==> config.mk <==
export PLATFORM = sky130hd
export DESIGN_NAME = vga_sync_generator_flat
export DESIGN_NICKNAME = d
export VERILOG_FILES = /design/src/rtl/vga_timing_pkg.sv /design/src/rtl/vga_sync_generator_if.sv /design/src/rtl/vga_sync_generator_vertical_counter.sv /design/src/rtl/vga_sync_generator.sv /design/src/flat_wrapper.sv
export SDC_FILE = /design/constraint.sdc
export NUM_CORES = 1
export LEC_CHECK = 0
export ABC_AREA = 1
export ABC_CLOCK_PERIOD_IN_PS = 3400
export CORE_UTILIZATION = 51
export DETAILED_ROUTE_END_ITERATION = 10
export GPL_ROUTABILITY_DRIVEN = 1
export PLACE_DENSITY = 0.84
export SLEW_MARGIN = 20
export SYNTH_ARGS = -nofsm -noshare
export SYNTH_HDL_FRONTEND = slang
export SYNTH_SLANG_ARGS = --single-unit
==> constraint.sdc <==
create_clock -name pixel_clk -period 3.4 [get_ports pixel_clk]
set_input_delay 0.51 -clock pixel_clk [delete_from_list [all_inputs] [get_ports pixel_clk]]
set_output_delay 0.51 -clock pixel_clk [all_outputs]
set_load 0.01 [all_outputs]
==> src/rtl/vga_timing_pkg.sv <==
`default_nettype none
// ============================================================================
// Module : vga_timing_pkg
// Brief  : 640x480@60 timing constants and the vertical-region encoding.
// Rev    : 1.0
// ============================================================================
package vga_timing_pkg;

    localparam int unsigned H_VISIBLE = 640;
    localparam int unsigned H_FRONT   = 16;
    localparam int unsigned H_SYNC    = 96;
    localparam int unsigned H_TOTAL   = 800;
    localparam int unsigned V_VISIBLE = 480;
    localparam int unsigned V_FRONT   = 10;
    localparam int unsigned V_SYNC    = 2;
    localparam int unsigned V_TOTAL   = 525;

    localparam int unsigned c_h_sync_start = H_VISIBLE + H_FRONT;
    localparam int unsigned c_h_sync_end   = c_h_sync_start + H_SYNC;
    localparam int unsigned c_v_sync_start = V_VISIBLE + V_FRONT;
    localparam int unsigned c_v_sync_end   = c_v_sync_start + V_SYNC;

    typedef enum logic [1:0] {
        ACTIVE = 2'd0,
        FRONT  = 2'd1,
        SYNC   = 2'd2,
        BACK   = 2'd3
    } v_region_t;

endpackage
`default_nettype wire

==> src/rtl/vga_sync_generator_if.sv <==
`default_nettype none
// ============================================================================
// Module : vga_sync_generator_if
// Brief  : Horizontal-counter inputs and sync/pixel outputs of the generator.
// Rev    : 1.0
// ============================================================================
interface vga_sync_generator_if;

    logic       enable_v_counter;
    logic [9:0] h_count_value;
    logic [9:0] v_count_value;
    logic       hsync;
    logic       vsync;
    logic       video_active;
    logic [9:0] pixel_x;
    logic [9:0] pixel_y;
    logic       line_start;
    logic       frame_start;
    logic [1:0] v_region;

    modport slave (
        input  enable_v_counter, h_count_value,
        output v_count_value, hsync, vsync, video_active,
               pixel_x, pixel_y, line_start, frame_start, v_region
    );

    modport master (
        output enable_v_counter, h_count_value,
        input  v_count_value, hsync, vsync, video_active,
               pixel_x, pixel_y, line_start, frame_start, v_region
    );

endinterface
`default_nettype wire

==> src/rtl/vga_sync_generator_vertical_counter.sv <==
`default_nettype none
// ============================================================================
// Module : vertical_counter
// Brief  : Line counter advanced by the end-of-line strobe, wrapping per frame.
// Rev    : 1.0
// ============================================================================
module vertical_counter
    import vga_timing_pkg::*;
#(
    parameter int unsigned V_TOTAL = vga_timing_pkg::V_TOTAL
) (
    input  wire logic       pixel_clk,
    input  wire logic       reset,
    input  wire logic       i_enable,
    output logic      [9:0] o_v_next,
    output logic      [9:0] o_v_count
);

    localparam logic [9:0] c_v_last = 10'(V_TOTAL - 1);

    logic [9:0] r_v_count;
    logic [9:0] w_v_next;

    // Anything at or past the last line wraps, so a corrupted count self-heals.
    always_comb begin
        w_v_next = r_v_count;
        if (i_enable) begin
            w_v_next = (r_v_count >= c_v_last) ? 10'd0 : r_v_count + 10'd1;
        end
    end

    always_ff @(posedge pixel_clk) begin
        if (reset) begin
            r_v_count <= 10'd0;
        end else begin
            r_v_count <= w_v_next;
        end
    end

    assign o_v_next  = w_v_next;
    assign o_v_count = r_v_count;

endmodule
`default_nettype wire

==> src/rtl/vga_sync_generator.sv <==
`default_nettype none
// ============================================================================
// Module : vga_sync_generator
// Brief  : Vertical FSM plus registered sync, video-active and pixel outputs.
// Rev    : 1.0
// ============================================================================
module vga_sync_generator #(
    parameter int unsigned H_VISIBLE       = vga_timing_pkg::H_VISIBLE,
    parameter int unsigned H_FRONT         = vga_timing_pkg::H_FRONT,
    parameter int unsigned H_SYNC          = vga_timing_pkg::H_SYNC,
    parameter int unsigned H_TOTAL         = vga_timing_pkg::H_TOTAL,
    parameter int unsigned V_VISIBLE       = vga_timing_pkg::V_VISIBLE,
    parameter int unsigned V_FRONT         = vga_timing_pkg::V_FRONT,
    parameter int unsigned V_SYNC          = vga_timing_pkg::V_SYNC,
    parameter int unsigned V_TOTAL         = vga_timing_pkg::V_TOTAL,
    parameter int unsigned SYNC_ACTIVE_LOW = 1
) (
    input  wire logic           pixel_clk,
    input  wire logic           reset,
    vga_sync_generator_if.slave bus
);

    import vga_timing_pkg::*;

    localparam int unsigned c_hs_start = H_VISIBLE + H_FRONT;
    localparam int unsigned c_hs_end   = c_hs_start + H_SYNC;
    localparam int unsigned c_vs_start = V_VISIBLE + V_FRONT;
    localparam int unsigned c_vb_start = c_vs_start + V_SYNC;

    generate
        if (c_hs_end >= 1024 || H_TOTAL >= 1024 || c_vb_start >= 1024 || V_TOTAL >= 1024)
        begin : g_sum_check
            $error("vga_sync_generator: timing sums must fit in 10 bits");
        end
    endgenerate

    localparam logic [9:0] c_h_vis    = 10'(H_VISIBLE);
    localparam logic [9:0] c_h_hs_on  = 10'(c_hs_start);
    localparam logic [9:0] c_h_hs_off = 10'(c_hs_end);
    localparam logic [9:0] c_v_front  = 10'(V_VISIBLE);
    localparam logic [9:0] c_v_sync   = 10'(c_vs_start);
    localparam logic [9:0] c_v_back   = 10'(c_vb_start);
    localparam logic       c_sync_on  = (SYNC_ACTIVE_LOW != 0) ? 1'b0 : 1'b1;
    localparam logic       c_sync_off = ~c_sync_on;

    logic [9:0] w_v_next;
    logic [9:0] w_v_count;
    v_region_t  r_region;
    v_region_t  w_next_region;
    logic       w_hsync_on;
    logic       w_video;

    vertical_counter #(
        .V_TOTAL (V_TOTAL)
    ) u_vertical_counter (
        .pixel_clk (pixel_clk),
        .reset     (reset),
        .i_enable  (bus.enable_v_counter),
        .o_v_next  (w_v_next),
        .o_v_count (w_v_count)
    );

    always_ff @(posedge pixel_clk) begin
        if (reset) begin
            r_region <= ACTIVE;
        end else begin
            r_region <= w_next_region;
        end
    end

    // Line 0 forces ACTIVE from any state so a disturbed FSM resyncs each frame.
    always_comb begin
        w_next_region = r_region;
        if (bus.enable_v_counter) begin
            if (w_v_next == 10'd0) begin
                w_next_region = ACTIVE;
            end else begin
                case (r_region)
                    ACTIVE:  if (w_v_next == c_v_front) w_next_region = FRONT;
                    FRONT:   if (w_v_next == c_v_sync)  w_next_region = SYNC;
                    SYNC:    if (w_v_next == c_v_back)  w_next_region = BACK;
                    default: w_next_region = r_region;
                endcase
            end
        end
    end

    assign w_hsync_on = (bus.h_count_value >= c_h_hs_on) && (bus.h_count_value < c_h_hs_off);
    assign w_video    = (bus.h_count_value < c_h_vis) && (w_next_region == ACTIVE);

    always_ff @(posedge pixel_clk) begin
        if (reset) begin
            bus.hsync        <= c_sync_off;
            bus.vsync        <= c_sync_off;
            bus.video_active <= 1'b0;
            bus.pixel_x      <= 10'd0;
            bus.pixel_y      <= 10'd0;
            bus.line_start   <= 1'b0;
            bus.frame_start  <= 1'b0;
        end else begin
            bus.hsync        <= w_hsync_on ? c_sync_on : c_sync_off;
            bus.vsync        <= (w_next_region == SYNC) ? c_sync_on : c_sync_off;
            bus.video_active <= w_video;
            bus.pixel_x      <= w_video ? bus.h_count_value : 10'd0;
            bus.pixel_y      <= w_video ? w_v_next : 10'd0;
            bus.line_start   <= (bus.h_count_value == 10'd0);
            bus.frame_start  <= (bus.h_count_value == 10'd0) && (w_v_next == 10'd0);
        end
    end

    assign bus.v_count_value = w_v_count;
    assign bus.v_region      = r_region;

endmodule
`default_nettype wire

==> src/flat_wrapper.sv <==
// flat-port wrapper written by rule: the top's interface ports become plain ports
module vga_sync_generator_flat import vga_timing_pkg::*;
#(
    parameter int unsigned H_VISIBLE       = vga_timing_pkg::H_VISIBLE,
    parameter int unsigned H_FRONT         = vga_timing_pkg::H_FRONT,
    parameter int unsigned H_SYNC          = vga_timing_pkg::H_SYNC,
    parameter int unsigned H_TOTAL         = vga_timing_pkg::H_TOTAL,
    parameter int unsigned V_VISIBLE       = vga_timing_pkg::V_VISIBLE,
    parameter int unsigned V_FRONT         = vga_timing_pkg::V_FRONT,
    parameter int unsigned V_SYNC          = vga_timing_pkg::V_SYNC,
    parameter int unsigned V_TOTAL         = vga_timing_pkg::V_TOTAL,
    parameter int unsigned SYNC_ACTIVE_LOW = 1
)
  (pixel_clk, reset, bus_enable_v_counter, bus_h_count_value, bus_v_count_value, bus_hsync, bus_vsync, bus_video_active, bus_pixel_x, bus_pixel_y, bus_line_start, bus_frame_start, bus_v_region);
  vga_sync_generator_if bus_i ();
  input  wire logic pixel_clk;
  input  wire logic reset;
  input wire logic [$bits(bus_i.enable_v_counter)-1:0] bus_enable_v_counter;
  input wire logic [$bits(bus_i.h_count_value)-1:0] bus_h_count_value;
  output wire logic [$bits(bus_i.v_count_value)-1:0] bus_v_count_value;
  output wire logic [$bits(bus_i.hsync)-1:0] bus_hsync;
  output wire logic [$bits(bus_i.vsync)-1:0] bus_vsync;
  output wire logic [$bits(bus_i.video_active)-1:0] bus_video_active;
  output wire logic [$bits(bus_i.pixel_x)-1:0] bus_pixel_x;
  output wire logic [$bits(bus_i.pixel_y)-1:0] bus_pixel_y;
  output wire logic [$bits(bus_i.line_start)-1:0] bus_line_start;
  output wire logic [$bits(bus_i.frame_start)-1:0] bus_frame_start;
  output wire logic [$bits(bus_i.v_region)-1:0] bus_v_region;
  assign bus_i.enable_v_counter = bus_enable_v_counter;
  assign bus_i.h_count_value = bus_h_count_value;
  assign bus_v_count_value = bus_i.v_count_value;
  assign bus_hsync = bus_i.hsync;
  assign bus_vsync = bus_i.vsync;
  assign bus_video_active = bus_i.video_active;
  assign bus_pixel_x = bus_i.pixel_x;
  assign bus_pixel_y = bus_i.pixel_y;
  assign bus_line_start = bus_i.line_start;
  assign bus_frame_start = bus_i.frame_start;
  assign bus_v_region = bus_i.v_region;
  vga_sync_generator #(.H_VISIBLE(H_VISIBLE), .H_FRONT(H_FRONT), .H_SYNC(H_SYNC), .H_TOTAL(H_TOTAL), .V_VISIBLE(V_VISIBLE), .V_FRONT(V_FRONT), .V_SYNC(V_SYNC), .V_TOTAL(V_TOTAL), .SYNC_ACTIVE_LOW(SYNC_ACTIVE_LOW)) u_core (.pixel_clk(pixel_clk), .reset(reset), .bus(bus_i));
endmodule
# Word-level counts from Yosys, hierarchy flattened
# Index checks and enable logic that the tools add are counted.
[totals]
regBits = 37
input_bits = 13
[op_classes]
n_addsub = 1
magnitude_cmp = 4
n_eq_ne = 6
mux = 10
bitwise = 1
n_reduce_logical = 8
[ops]
columns = ["operator", "count"]
rows = [
  ["$eq 10x9->1 const B", 3],
  ["$ge 10x10->1 const B", 2],
  ["$logic_not 10->1", 2],
  ["$lt 10x10->1 const B", 2],
  ["$mux 10", 2],
  ["$add 10x1->10 const B", 1],
  ["$mux 2", 5],
  ["$pmux 2 s3", 1],
  ["$eq 2x2->1 const B", 2],
  ["$logic_not 2->1", 2],
  ["$logic_and 1x1->1", 3],
  ["$eq 2x1->1 const B", 1],
  ["$mux 1", 2],
  ["$reduce_or 2->1", 1],
  ["$not 1->1", 1],
]

# Logic depth before layout (Yosys ltp)
[depth]
ltp_word = 12
ltp_mapped = 17

# Cells and area by module
# From an unflattened synthesis, not the netlist that was laid out.
[unflattened]
hier_cells = 210
hier_area_um2 = 1574.0
[modules_own_cells]
columns = ["module", "instances", "cells_each", "area_per_inst_um2", "seq_area_each_um2"]
rows = [
  ["vga_sync_generator", 1, 121, 964.7, 540.5],
  ["vertical_counter", 1, 89, 609.3, 200.2],
]

# Least setup slack after synthesis
# No wires, ideal clock.
[synth_timing]
path_kind = "input port to flip-flop"
start = "input port bus_enable_v_counter"
end = "register u_core.bus.pixel_y[0] in the netlist's numbering"
setup_ns = 0.125
t_arrival_ns = 1.871
required_ns = 3.275
setup_slack_ns = 1.403
stages = 15
path_buffers = 2
path_cell_list = "buf_4 > nand2_1 > nor2_4 > nand2_1 > nand2_1 > nand2_2 > nor2_4 > nand2_1 > nor2_2 > nand4_1 > nand2_1 > nand2_1 > nand2_1 > buf_4 > nor3_2"
[synth_between]
elab_chain_len = 10
word_cells_on_any_way = 15
cone_classes = "eq/ne (3); mux (7); bitwise (1); reduce/logical (4)"
[synth_lines]
columns = ["element", "line_no", "source"]
rows = [
  ["start, declared", "flat_wrapper.sv:18", "input wire logic [$bits(bus_i.enable_v_counter)-1:0] bus_enable_v_counter;"],
  ["$mux 10", "vga_sync_generator_vertical_counter.sv:27", "if (i_enable) begin"],
  ["$eq 10x9->1 (on tied branches)", "vga_sync_generator.sv:81, vga_sync_generator.sv:79, vga_sync_generator.sv:80", ""],
  ["$mux 2 (on tied branches)", "vga_sync_generator.sv:81, vga_sync_generator.sv:79, vga_sync_generator.sv:80", ""],
  ["$pmux 2 s3", "vga_sync_generator.sv:78", "case (r_region)"],
  ["$mux 2", "vga_sync_generator.sv:75", "if (w_v_next == 10'd0) begin"],
  ["$mux 2", "vga_sync_generator.sv:74", "if (bus.enable_v_counter) begin"],
  ["$logic_not 2->1", "vga_sync_generator.sv:89", "assign w_video = (bus.h_count_value < c_h_vis) && (w_next_region == ACTIVE);"],
  ["$logic_and 1x1->1", "vga_sync_generator.sv:89", ""],
  ["$not 1->1 (no source line)", "-", ""],
  ["$reduce_or 2->1 (no source line)", "-", ""],
  ["end signal, assigned", "vga_sync_generator.sv:105", "bus.pixel_y <= w_video ? w_v_next : 10'd0;"],
  ["end, declared", "vga_sync_generator_if.sv:24", "pixel_x, pixel_y, line_start, frame_start, v_region"],
]
# Several ways; a longest one is shown, not always the timed one.
# A chain may end at the register's enable or synchronous reset.

# Worst setup path in the final report
[layout_timing]
start = "input port bus_enable_v_counter"
end = "register u_core.bus.pixel_y[8] in the netlist's numbering"
# Same word-level chain as after synthesis.

==> impl_metrics.yaml <==
status:
  status: "complete, no violations"
clock_network:
  cts_resized: 0
  cts_buffer_depth: 2
  clockRootBuffer: "clkbuf_4"
  cts_tree: "built"
  htreeDepth: 2
  hold_buffers: 0
  clkLatencyLatePin_ns: 0.34
  cts_buffers: 5
  cts_setup_buffers: 0
  cts.sinks: 37
  clk_pin_slew_worst_paths_ns: 0.11
setup_path:
  r2r_start: "u_core.u_vertical_counter.o_v_count[1]"
  crit_chain: "clkdlybuf4s50_1 -> nand2_1 -> nor2_4 -> nand3_1 -> nand2_1 -> inv_2 -> nand2_2 -> nand2_1 -> nor2_2 -> nand3_1 -> nand2_1 -> inv_2 -> nand2_2 -> nand2_2 -> nor3_1"
  critical_path_buf_inv_count: 3
  cp_slowest_cell: "clkdlybuf4s50_1"
  r2r_end: "u_core.bus.pixel_y[8]"
  cpMostUsedCell: "nand2_1"
  setup.worst_path.end: "u_core.bus.pixel_y[8]"
  slowest_delay_ns: 0.64
  worstSetupStartpoint: "bus_enable_v_counter"
  path_delay_family: "simple AND/OR/NAND/NOR gates"
  criticalPathCategory: "in2reg"
  worst-path-stages: 15
  end_kind: "register"
  r2r_slack_ns: 0.99
  critPathMaxFanout: 21
  cp_data_required_time_ns: 3.65
  cp.arrival_ns: 2.99
  start_kind: "primary input"
  r2r_cells: 15
sta:
  finalHoldViolations: 0
  tns_ns: 0
  holdWs_ns: 0.678
  period_share: 0.804
  fin_crit_ns: 2.73
  worstMarginPinSlew_ns: 0.611
  slew_viol_final: 0
  skew_ns: 0.0132
  rsz0062_at_grt: "no"
  relSlewSlack: 0.591
  setup_viol: 0
  max_freq_ghz: 0.366
synthesis:
  synth_nets: 253
  synth.top_cells.by_count: "nand2_1, dfxtp_1, inv_1, nor2_1"
  avgSynthCellArea_um2: 7.51
  ys_types: 26
  synth-edff-count: 0
  synth_seq_cells: 37
  synth_top_area_cell: "dfxtp_1"
  synth_area_leaders: "dfxtp_1, nor3_2, nand2_1"
  yosysWarnings: 0
  synth_seq_area_share: 0.415
  syn_inst: 238
  yosys_most_used_dff: "dfxtp_1"
  yosys.area.top_type_share: 0.415
  syn_area_mm2: 0.00179
  async_flop_share: 0
  yosys.cell_count.top_type: "nand2_1"
floorplan:
  rows: 21
  die_h_um: 61.2
  core_mm2: 0.00334
  ios: 50
  die_w_um: 61.2
  initial_utilization: 0.535
  die_area_mm2: 0.00374
global_route:
  grt_pass1_wl_mm: 6.14
  grt-ovfl-total: 0
  grt_usage: 0.229
  grt_pass1_vias: 1390
  grt_max_degree: 22
  antenna_found_initial: 0
final_layout:
  fin_util: 0.717
  nets: 305
  synthToLayoutAreaGrowth_pct: 33.8
  fin_area_mm2: 0.00239
  drive_gt1_frac: 0.168
  n_fill_cell: 287
  diodes: 0
pwr:
  total_leakage_power_nw: 1.05
  power_density_mw_per_mm2: 343
  ir_worst_vdd_mv: 0.205
drt:
  totalWireLength_mm: 3.86
  drtPass1Iterations: 4
  ant_nets: 0
  initialDrtViolationCount: 88
  vias: 1622
  via_per_inst: 4.81
  drc: 0
  wl_per_cell_um: 11.4
hold_path:
  hold_class: "reg2reg"
job:
  drv_cap: 0
placed_design:
  gp_congestion: 0.907
  portBuffers: 49
  place_area_mm2: 0.00232
  dp.final_hpwl_mm: 2.91
-- per-layer routing --
layer	wire, um	track usage
met1	1850	0.305
met2	1760	0.351
met3	208	0.0735
met4	40	0.0747
met5	0	0
-- stage by stage --
step	setup slack [ns]	power [W]	cells
floorplan	1.40	0.000509	238
global placement	0.411	0.000557	329
detailed placement	0.342	0.000558	329
CTS	0.683	0.000827	337
global route	0.382	0.000858	337
finish	0.665	0.000821	337
-- worst min-delay path by stage --
stage                                start                      to  slack [ns]  cells after the start
global placement    u_core.bus.v_region[1]  u_core.bus.v_region[1]        0.66                      4
detailed placement  u_core.bus.v_region[0]        u_core.bus.vsync        0.63                      2
CTS                 u_core.bus.v_region[0]  u_core.bus.v_region[0]        0.67                      2
global route        u_core.bus.v_region[0]  u_core.bus.v_region[0]        0.70                      2
floorplan           u_core.bus.v_region[0]  u_core.bus.v_region[0]        0.61                      2
finish              u_core.bus.v_region[0]  u_core.bus.v_region[0]        0.68                      2
-- sequential cells by signal, summed over array words and instances, names as in the netlist, 2 cells and up --
name	count
u_core.bus.pixel_y	10
u_core.bus.pixel_x	10
u_core.u_vertical_counter.o_v_count	10
u_core.bus.v_region	2
-- placed cells by master (no fill, tap or decap), types with 5 or more instances in the layout --
cell	n
clkbuf_4	5
clkdlybuf4s50_1	49
dfxtp_1	37
inv_1	33
inv_2	6
nand2_1	48
nand2_2	6
nand3_1	19
nand4_1	6
nor2_1	33
nor3_2	19
-- cell type report --
cell class	count	area [um^2]	area share
clock buffer	7	65.1	0.0272
clock inverter	1	8.76	0.00366
inverter	40	153	0.0638
multi-input combinational	154	841	0.352
sequential	37	741	0.310
tap	46	57.6	0.0241
timing repair buffer	52	526	0.220
-- worst register-to-register path, cell delays in order, from the launching register on --
cell and delay [ns]:
dfxtp_1 0.41, ha_1 0.17, nand2_1 0.13, nor2_4 0.17, nand3_1 0.08, nand2_1 0.11
inv_2 0.05, nand2_2 0.08, nand2_1 0.08, nor2_2 0.16, nand3_1 0.12, nand2_1 0.09
inv_2 0.03, nand2_2 0.09, nand2_2 0.32, nor3_1 0.23
-- power breakdown --
group          leakage, nW  total [W]  internal, W  switching, W
Combinational        0.707  0.0000997    0.0000504     0.0000493
Sequential           0.301   0.000449     0.000444    0.00000474
Clock               0.0419   0.000272     0.000124      0.000149
-- cell families after synthesis --
logic type,share of synthesized area
xor+xnor,0.00981
compound gates,0.0196
fa+ha+maj,0.0140
flops,0.415
simple gates,0.427
buf+inv,0.115
No activity file was read; power rests on OpenSTA's default activity.
==> patch 1, RTL diff (same flow settings) <==
Reset style: asynchronous (`reset`), changed in 3 clocked blocks.
--- a/src/rtl/vga_sync_generator_vertical_counter.sv
+++ b/src/rtl/vga_sync_generator_vertical_counter.sv
@@ -30,5 +30,5 @@
     end
 
-    always_ff @(posedge pixel_clk) begin
+    always_ff @(posedge pixel_clk or posedge reset) begin
         if (reset) begin
             r_v_count <= 10'd0;
--- a/src/rtl/vga_sync_generator.sv
+++ b/src/rtl/vga_sync_generator.sv
@@ -61,5 +61,5 @@
     );
 
-    always_ff @(posedge pixel_clk) begin
+    always_ff @(posedge pixel_clk or posedge reset) begin
         if (reset) begin
             r_region <= ACTIVE;
@@ -89,5 +89,5 @@
     assign w_video    = (bus.h_count_value < c_h_vis) && (w_next_region == ACTIVE);
 
-    always_ff @(posedge pixel_clk) begin
+    always_ff @(posedge pixel_clk or posedge reset) begin
         if (reset) begin
             bus.hsync        <= c_sync_off;
Formal check against the unedited RTL: differs if reset is asserted again (counterexample within 4 cycles, from zero or initial values and one cycle with reset high); with reset held inactive, the same outputs for 10 cycles.
==> patch 1 against the original RTL <==
  * Count of clock-buffer cells in the layout is 1 lower
  * Global-route usage is essentially flat
  * First-iteration DRC count is 50% lower
  * Sequential share of layout area rose by 8.1 points
  * Design area down 0.58%
  * Wire length decreased by 3.7%
  * Non-clock buffer count shrank 1
  * Setup slack lost 0.014 ns
  * Area after synthesis rose by 0.28%
  * Worst hold slack worse by 0.12 ns
  * Maximum frequency fell by 0.50%
  * Sequential cell count stayed put
  * Largest cell class is now sequential cells
  * Highest routed layer unchanged
Power is not compared: it rests on default switching activity, and its combinational part moved more than twofold at a synthesized area within 25%.
==> patch 1: results (changes against the original RTL) <==
[power]
ir_drop_uv=413.7
leakagePower_nw=1.203

[logic_synthesis]
synth_area_leaders=dfrtp_1, nand2_1, inv_1, nor2_2, nor2_1  ; was dfxtp_1, nor3_2, nand2_1, inv_1, nor2_1
synth_commonest_cells=nand2_1, inv_1, dfrtp_1  ; was nand2_1, dfxtp_1, inv_1, nor2_1
ys_seq_area_share_pct=51.82  ; was 41.46%
yosysWarnings=0  ; unchanged
syn-num-nets=227  ; was 253
syn_inst=212  ; was 238
yosysUniqueCellTypes=25  ; was 26
ys_async_sr_fraction_pct=100.0  ; was 0%

[global_route]
grt_pass1_wl_um=6113  ; was 6141 µm
grt_antenna_before_repair=0  ; unchanged
grt_use_total_pct=22.93  ; was 22.90%
grt_max_degree=38  ; was 22
grt_pass1_vias=1409  ; was 1390

[detailed_routing]
num_vias=1519  ; was 1622
first_pass_iters=6  ; was 4
dr_wl_met2_um=1873  ; was 1756 µm
wl_met3_um=159  ; was 208 µm
drt-met1-wl_um=1599  ; was 1850 µm
top_layer_used=met4  ; unchanged
wl_per_cell_um=11.82  ; was 11.44 µm
drt_first_iter_violations=44  ; was 88
avgViaCountPerCell=4.838  ; was 4.813

[sta]
tightest_slew_ns=0.4377  ; was 0.6115 ns
fin_skew_ns=0.01143  ; was 0.01324 ns

[critical_path]
worstPathMaxFanout=17  ; was 21
crit_arrival_ns=2.98  ; was 2.99 ns

[placed_design]
dp_worst_setup_slack_ns=0.3153  ; was 0.3420 ns
gp_congestion=0.9348  ; was 0.9068
dp_cells=306  ; was 329
dpl-instance-area_mm2=0.002321  ; was 0.002317 mm²
port_buffers=49  ; unchanged
dp_hpwl_um=2873  ; was 2913 µm

[cts]
numCtsBuffers=5  ; unchanged
postCtsResizedCells=0  ; unchanged
postCtsSetupBuffers=0  ; unchanged
ctsRootBufferMaster=clkbuf_4  ; unchanged
cts-htree-levels=2  ; unchanged
clk_latency_ns=0.34  ; about the same
clockBufferDepth=2  ; unchanged
clk_pin_slew_worst_paths_ns=0.11  ; about the same

[final_layout]
drive_above_1_share_pct=16.79  ; was 16.84%
nets=282  ; was 305
num-fill-cells=290  ; was 287
n_antenna_cell=0  ; unchanged

[outcome]
run_status=complete, no violations  ; unchanged

[worst_hold_path]
hold_class=in -> async  ; was reg -> reg

==> patch 1: changes by cell type after synthesis, moves of 5 or more <==
| cell | before | now |
|---|---|---|
| dfxtp_1 | 37 | 0 |
| nor2_2 | 3 | 22 |
| nor2_1 | 33 | 23 |
| nor3_2 | 19 | 0 |
| nand2_1 | 48 | 43 |
| dfrtp_1 | 0 | 35 |
==> patch 1: cell type report <==
cell class / count / area [µm²] / share of cell area, %
well taps: 46 / 57.56 / 2.421
flip-flops and latches: 37 / 928.4 / 39.05
clock inverters: 2 / 15.01 / 0.6316
repair buffers: 51 / 505.5 / 21.26
clock buffers: 6 / 41.29 / 1.737
multi-input cells: 131 / 675.6 / 28.42
inverters: 41 / 153.9 / 6.474
==> patch 1: worst max-delay path, cell delays in order <==
cell	delay [ns]
clkdlybuf4s50_1	0.74
nand2_1	0.17
nor2_2	0.17
nand2_1	0.07
nand2_1	0.06
nand2_1	0.06
nor2_2	0.16
clkinv_1	0.11
nand2_1	0.08
nor2_1	0.07
a21oi_1	0.16
nand2_1	0.11
nand3_2	0.13
buf_4	0.30
inv_1	0.07
==> patch 1: where the power goes <==
part	leakage, nW	switching, mW	internal, mW
registers	0.488	0.106	0.535
clock network	0.0245	0.144	0.0807
logic	0.690	0.465	0.326
==> patch 1: cell families (layout without fill, tap and decap cells) <==
logic type,Yosys count,count (layout),synth area share [%]
xor+xnor,3,3,1.467
buf+inv,44,100,10.47
flops,37,37,51.82
fa+ha+maj,2,2,1.396
simple gates,119,119,32.33
compound gates,7,7,2.514
==> patch 1: layer usage <==
metal | track usage, % | vias to the layer above
met5 | 0 | -
met4 | 10.39 | 0
met3 | 5.672 | 6
met2 | 38.66 | 49
met1 | 27.74 | 714
li1 | - | 750
==> patch 1: final timing paths <==
check | from | end | cells after the start | slack [ns]
worst min-delay path | reset | u_core.bus.pixel_x[0] | 3 | 0.55
worst min register to register | u_core.u_vertical_counter.o_v_count[7] | u_core.u_vertical_counter.o_v_count[7] | 3 | 0.66
worst max register to register | u_core.u_vertical_counter.o_v_count[0] | u_core.bus.video_active | 15 | 0.98
max in group asynchronous | reset | u_core.bus.hsync | 3 | 2.51
min in group pixel_clk | u_core.u_vertical_counter.o_v_count[7] | u_core.u_vertical_counter.o_v_count[7] | 3 | 0.66
worst max-delay path | bus_enable_v_counter | u_core.bus.video_active | 15 | 0.65
==> patch 2, RTL diff (config.mk and constraints unchanged) <==
Made on the original files. `SYNC_ACTIVE_LOW` is set to 1 in 2 places; all go to 0.
--- a/src/rtl/vga_sync_generator.sv
+++ b/src/rtl/vga_sync_generator.sv
@@ -14,5 +14,5 @@
     parameter int unsigned V_SYNC          = vga_timing_pkg::V_SYNC,
     parameter int unsigned V_TOTAL         = vga_timing_pkg::V_TOTAL,
-    parameter int unsigned SYNC_ACTIVE_LOW = 1
+    parameter int unsigned SYNC_ACTIVE_LOW = 0
 ) (
     input  wire logic           pixel_clk,
--- a/src/flat_wrapper.sv
+++ b/src/flat_wrapper.sv
@@ -10,5 +10,5 @@
     parameter int unsigned V_SYNC          = vga_timing_pkg::V_SYNC,
     parameter int unsigned V_TOTAL         = vga_timing_pkg::V_TOTAL,
-    parameter int unsigned SYNC_ACTIVE_LOW = 1
+    parameter int unsigned SYNC_ACTIVE_LOW = 0
 )
   (pixel_clk, reset, bus_enable_v_counter, bus_h_count_value, bus_v_count_value, bus_hsync, bus_vsync, bus_video_active, bus_pixel_x, bus_pixel_y, bus_line_start, bus_frame_start, bus_v_region);
Function: changed (Yosys sat finds a counterexample within 4 cycles, from zero or initial values and one cycle with reset high).
==> patch 2 against the original RTL <==
  * Sequential share of layout area rose by 0.24 points
  * Combinational power fell by 5.4%
  * Clock power rose by 13%
  * Area after synthesis rose by 1.4%
  * Sequential cell count did not move
  * Setup slack got worse by 0.068 ns
  * Register-to-register slack got worse by 0.04 ns
  * Non-clock buffer count fell by 2
  * Wire length rose by 2.9%
  * Total power rose by 3.8%
  * Critical path type unchanged
  * Design area fell by 0.78%
  * Die area rose by 1.3%
  * Via count fell by 0.92%
==> patch 2: results (changes against the original RTL) <==
[logic_synthesis]
yosysUniqueCellTypes=27  ; was 26
ys_seq_area_share_pct=40.88  ; was 41.46%
synth_area_leaders=dfxtp_1, nor3_2, nand2_1, inv_1, nor2_1  ; unchanged
yosysWarnings=0  ; unchanged
ys_async_sr_fraction_pct=0  ; unchanged
synth_commonest_cells=nand2_1, dfxtp_1, inv_1  ; was nand2_1, dfxtp_1, inv_1, nor2_1
syn-num-nets=244  ; was 253
synth_flop_cell=dfxtp_1  ; unchanged

[power]
leakagePower_nw=0.9512  ; was 1.050 nW
intPower_mw=0.6460  ; was 0.6185 mW
ir_drop_uv=263.8  ; was 204.8 µV

[global_route]
grt_max_degree=23  ; was 22
grt_pass1_wl_um=6568  ; was 6141 µm
grt_antenna_before_repair=0  ; unchanged
grt_use_total_pct=24.10  ; was 22.90%
grt_pass1_vias=1465  ; was 1390

[placed_design]
dp_hpwl_um=2954  ; was 2913 µm
port_buffers=49  ; unchanged
gp_congestion=0.8694  ; was 0.9068

[cts]
cts-htree-levels=2  ; unchanged
numCtsBuffers=5  ; unchanged
postCtsSetupBuffers=0  ; unchanged
clk_pin_slew_worst_paths_ns=0.11  ; about the same
clockBufferDepth=2  ; unchanged
postCtsResizedCells=0  ; unchanged
clk_latency_ns=0.35
ctsRootBufferMaster=clkbuf_4  ; unchanged

[detailed_routing]
wl_per_cell_um=12.24  ; was 11.44 µm
drt_first_iter_violations=89  ; was 88
num_vias=1607  ; was 1622
first_pass_iters=4  ; unchanged

[sta]
fin_skew_ns=0.005941  ; was 0.01324 ns
tightest_slew_ns=0.5887  ; was 0.6115 ns

[critical_path]
crit_arrival_ns=3.03  ; was 2.99 ns
cpPeakStageDelay_ns=0.77  ; was 0.64 ns
rrSetupSlack_ns=0.95  ; was 0.99 ns
critical_path.top_delay_family=simple AND/OR/NAND/NOR gates  ; unchanged
worstPathMaxFanout=21  ; unchanged
cp_slowest_cell=clkdlybuf4s50_1  ; unchanged

[final_layout]
n_antenna_cell=0  ; unchanged
drive_above_1_share_pct=17.99  ; was 16.84%
num-fill-cells=298  ; was 287
nets=292  ; was 305

[worst_hold_path]
hold_class=reg -> reg  ; unchanged

[outcome]
run_status=complete, no violations  ; unchanged

[patch 2: cell count changes in the layout (fill, tap and decap cells not counted), sizes merged, moves of 3 or more]
cell and change:
nor2 -5, inv -8, and3 +3, nand2 -5
[patch 2: power by group through the flow]
stage / sequential, mW / clock, mW / combinational [mW]
after CTS: 0.451 / 0.311 / 0.0947
after detailed placement: 0.460 / 0 / 0.0940
after global routing: 0.452 / 0.329 / 0.104
after floorplan: 0.465 / 0 / 0.0471
after global placement: 0.460 / 0 / 0.0925
final: 0.451 / 0.308 / 0.0943
[patch 2: worst register-to-register path, delay by kind of cell, from the launching register on]
kind                     cells  cell delay, ns
buffers and inverters        2            0.17
AND/OR/NAND/NOR             10            1.46
flip-flops                   1            0.47
adder cells (fa/ha/maj)      1            0.30
[patch 2: worst paths after layout]
check / startpoint / to / cells past startpoint
max: bus_enable_v_counter / u_core.bus.pixel_x[0] / 14
min: u_core.bus.v_region[0] / u_core.bus.v_region[0] / 2
max reg2reg: u_core.u_vertical_counter.o_v_count[0] / u_core.bus.pixel_x[0] / 13
min reg2reg: u_core.bus.v_region[0] / u_core.bus.v_region[0] / 2
[patch 2: per-layer routing]
layer / wire length, µm / GRT usage (%)
met4: 101 / 9.206
met5: 0 / 0
met3: 256 / 8.403
met2: 1827 / 38.71
met1: 1783 / 29.69
[patch 2: stage by stage]
step                worst slack [ns]  power (mW)  hold WS, ns  std cells  area (µm²)
finish                        0.5970      0.8525       0.6259        324        2372
global route                  0.4441      0.8852       0.6666        324        2372
CTS                           0.6333      0.8568       0.6250        324        2372
detailed placement            0.2687      0.5540       0.6056        316        2288
global placement              0.3342      0.5529       0.6021        316        2288
floorplan                      1.447      0.5118       0.6173        229        1812
[patch 2: area by class of cell]
cell class / count / area, µm² / share of cell area, %
multi-input combinational: 150 / 868.3 / 36.60
sequential: 37 / 740.7 / 31.22
timing repair buffer: 50 / 498.0 / 20.99
inverter: 33 / 123.9 / 5.222
tap: 46 / 57.56 / 2.426
clock inverter: 3 / 46.29 / 1.951
clock buffer: 5 / 37.54 / 1.582
[patch 2: kinds of logic after synthesis]
group / after synthesis / synth area share [%]
buf+inv: 42 / 11.19
compound gates: 7 / 2.763
flops: 37 / 40.88
fa+ha+maj: 2 / 1.381
xor+xnor: 1 / 0.4835
simple gates: 140 / 43.30
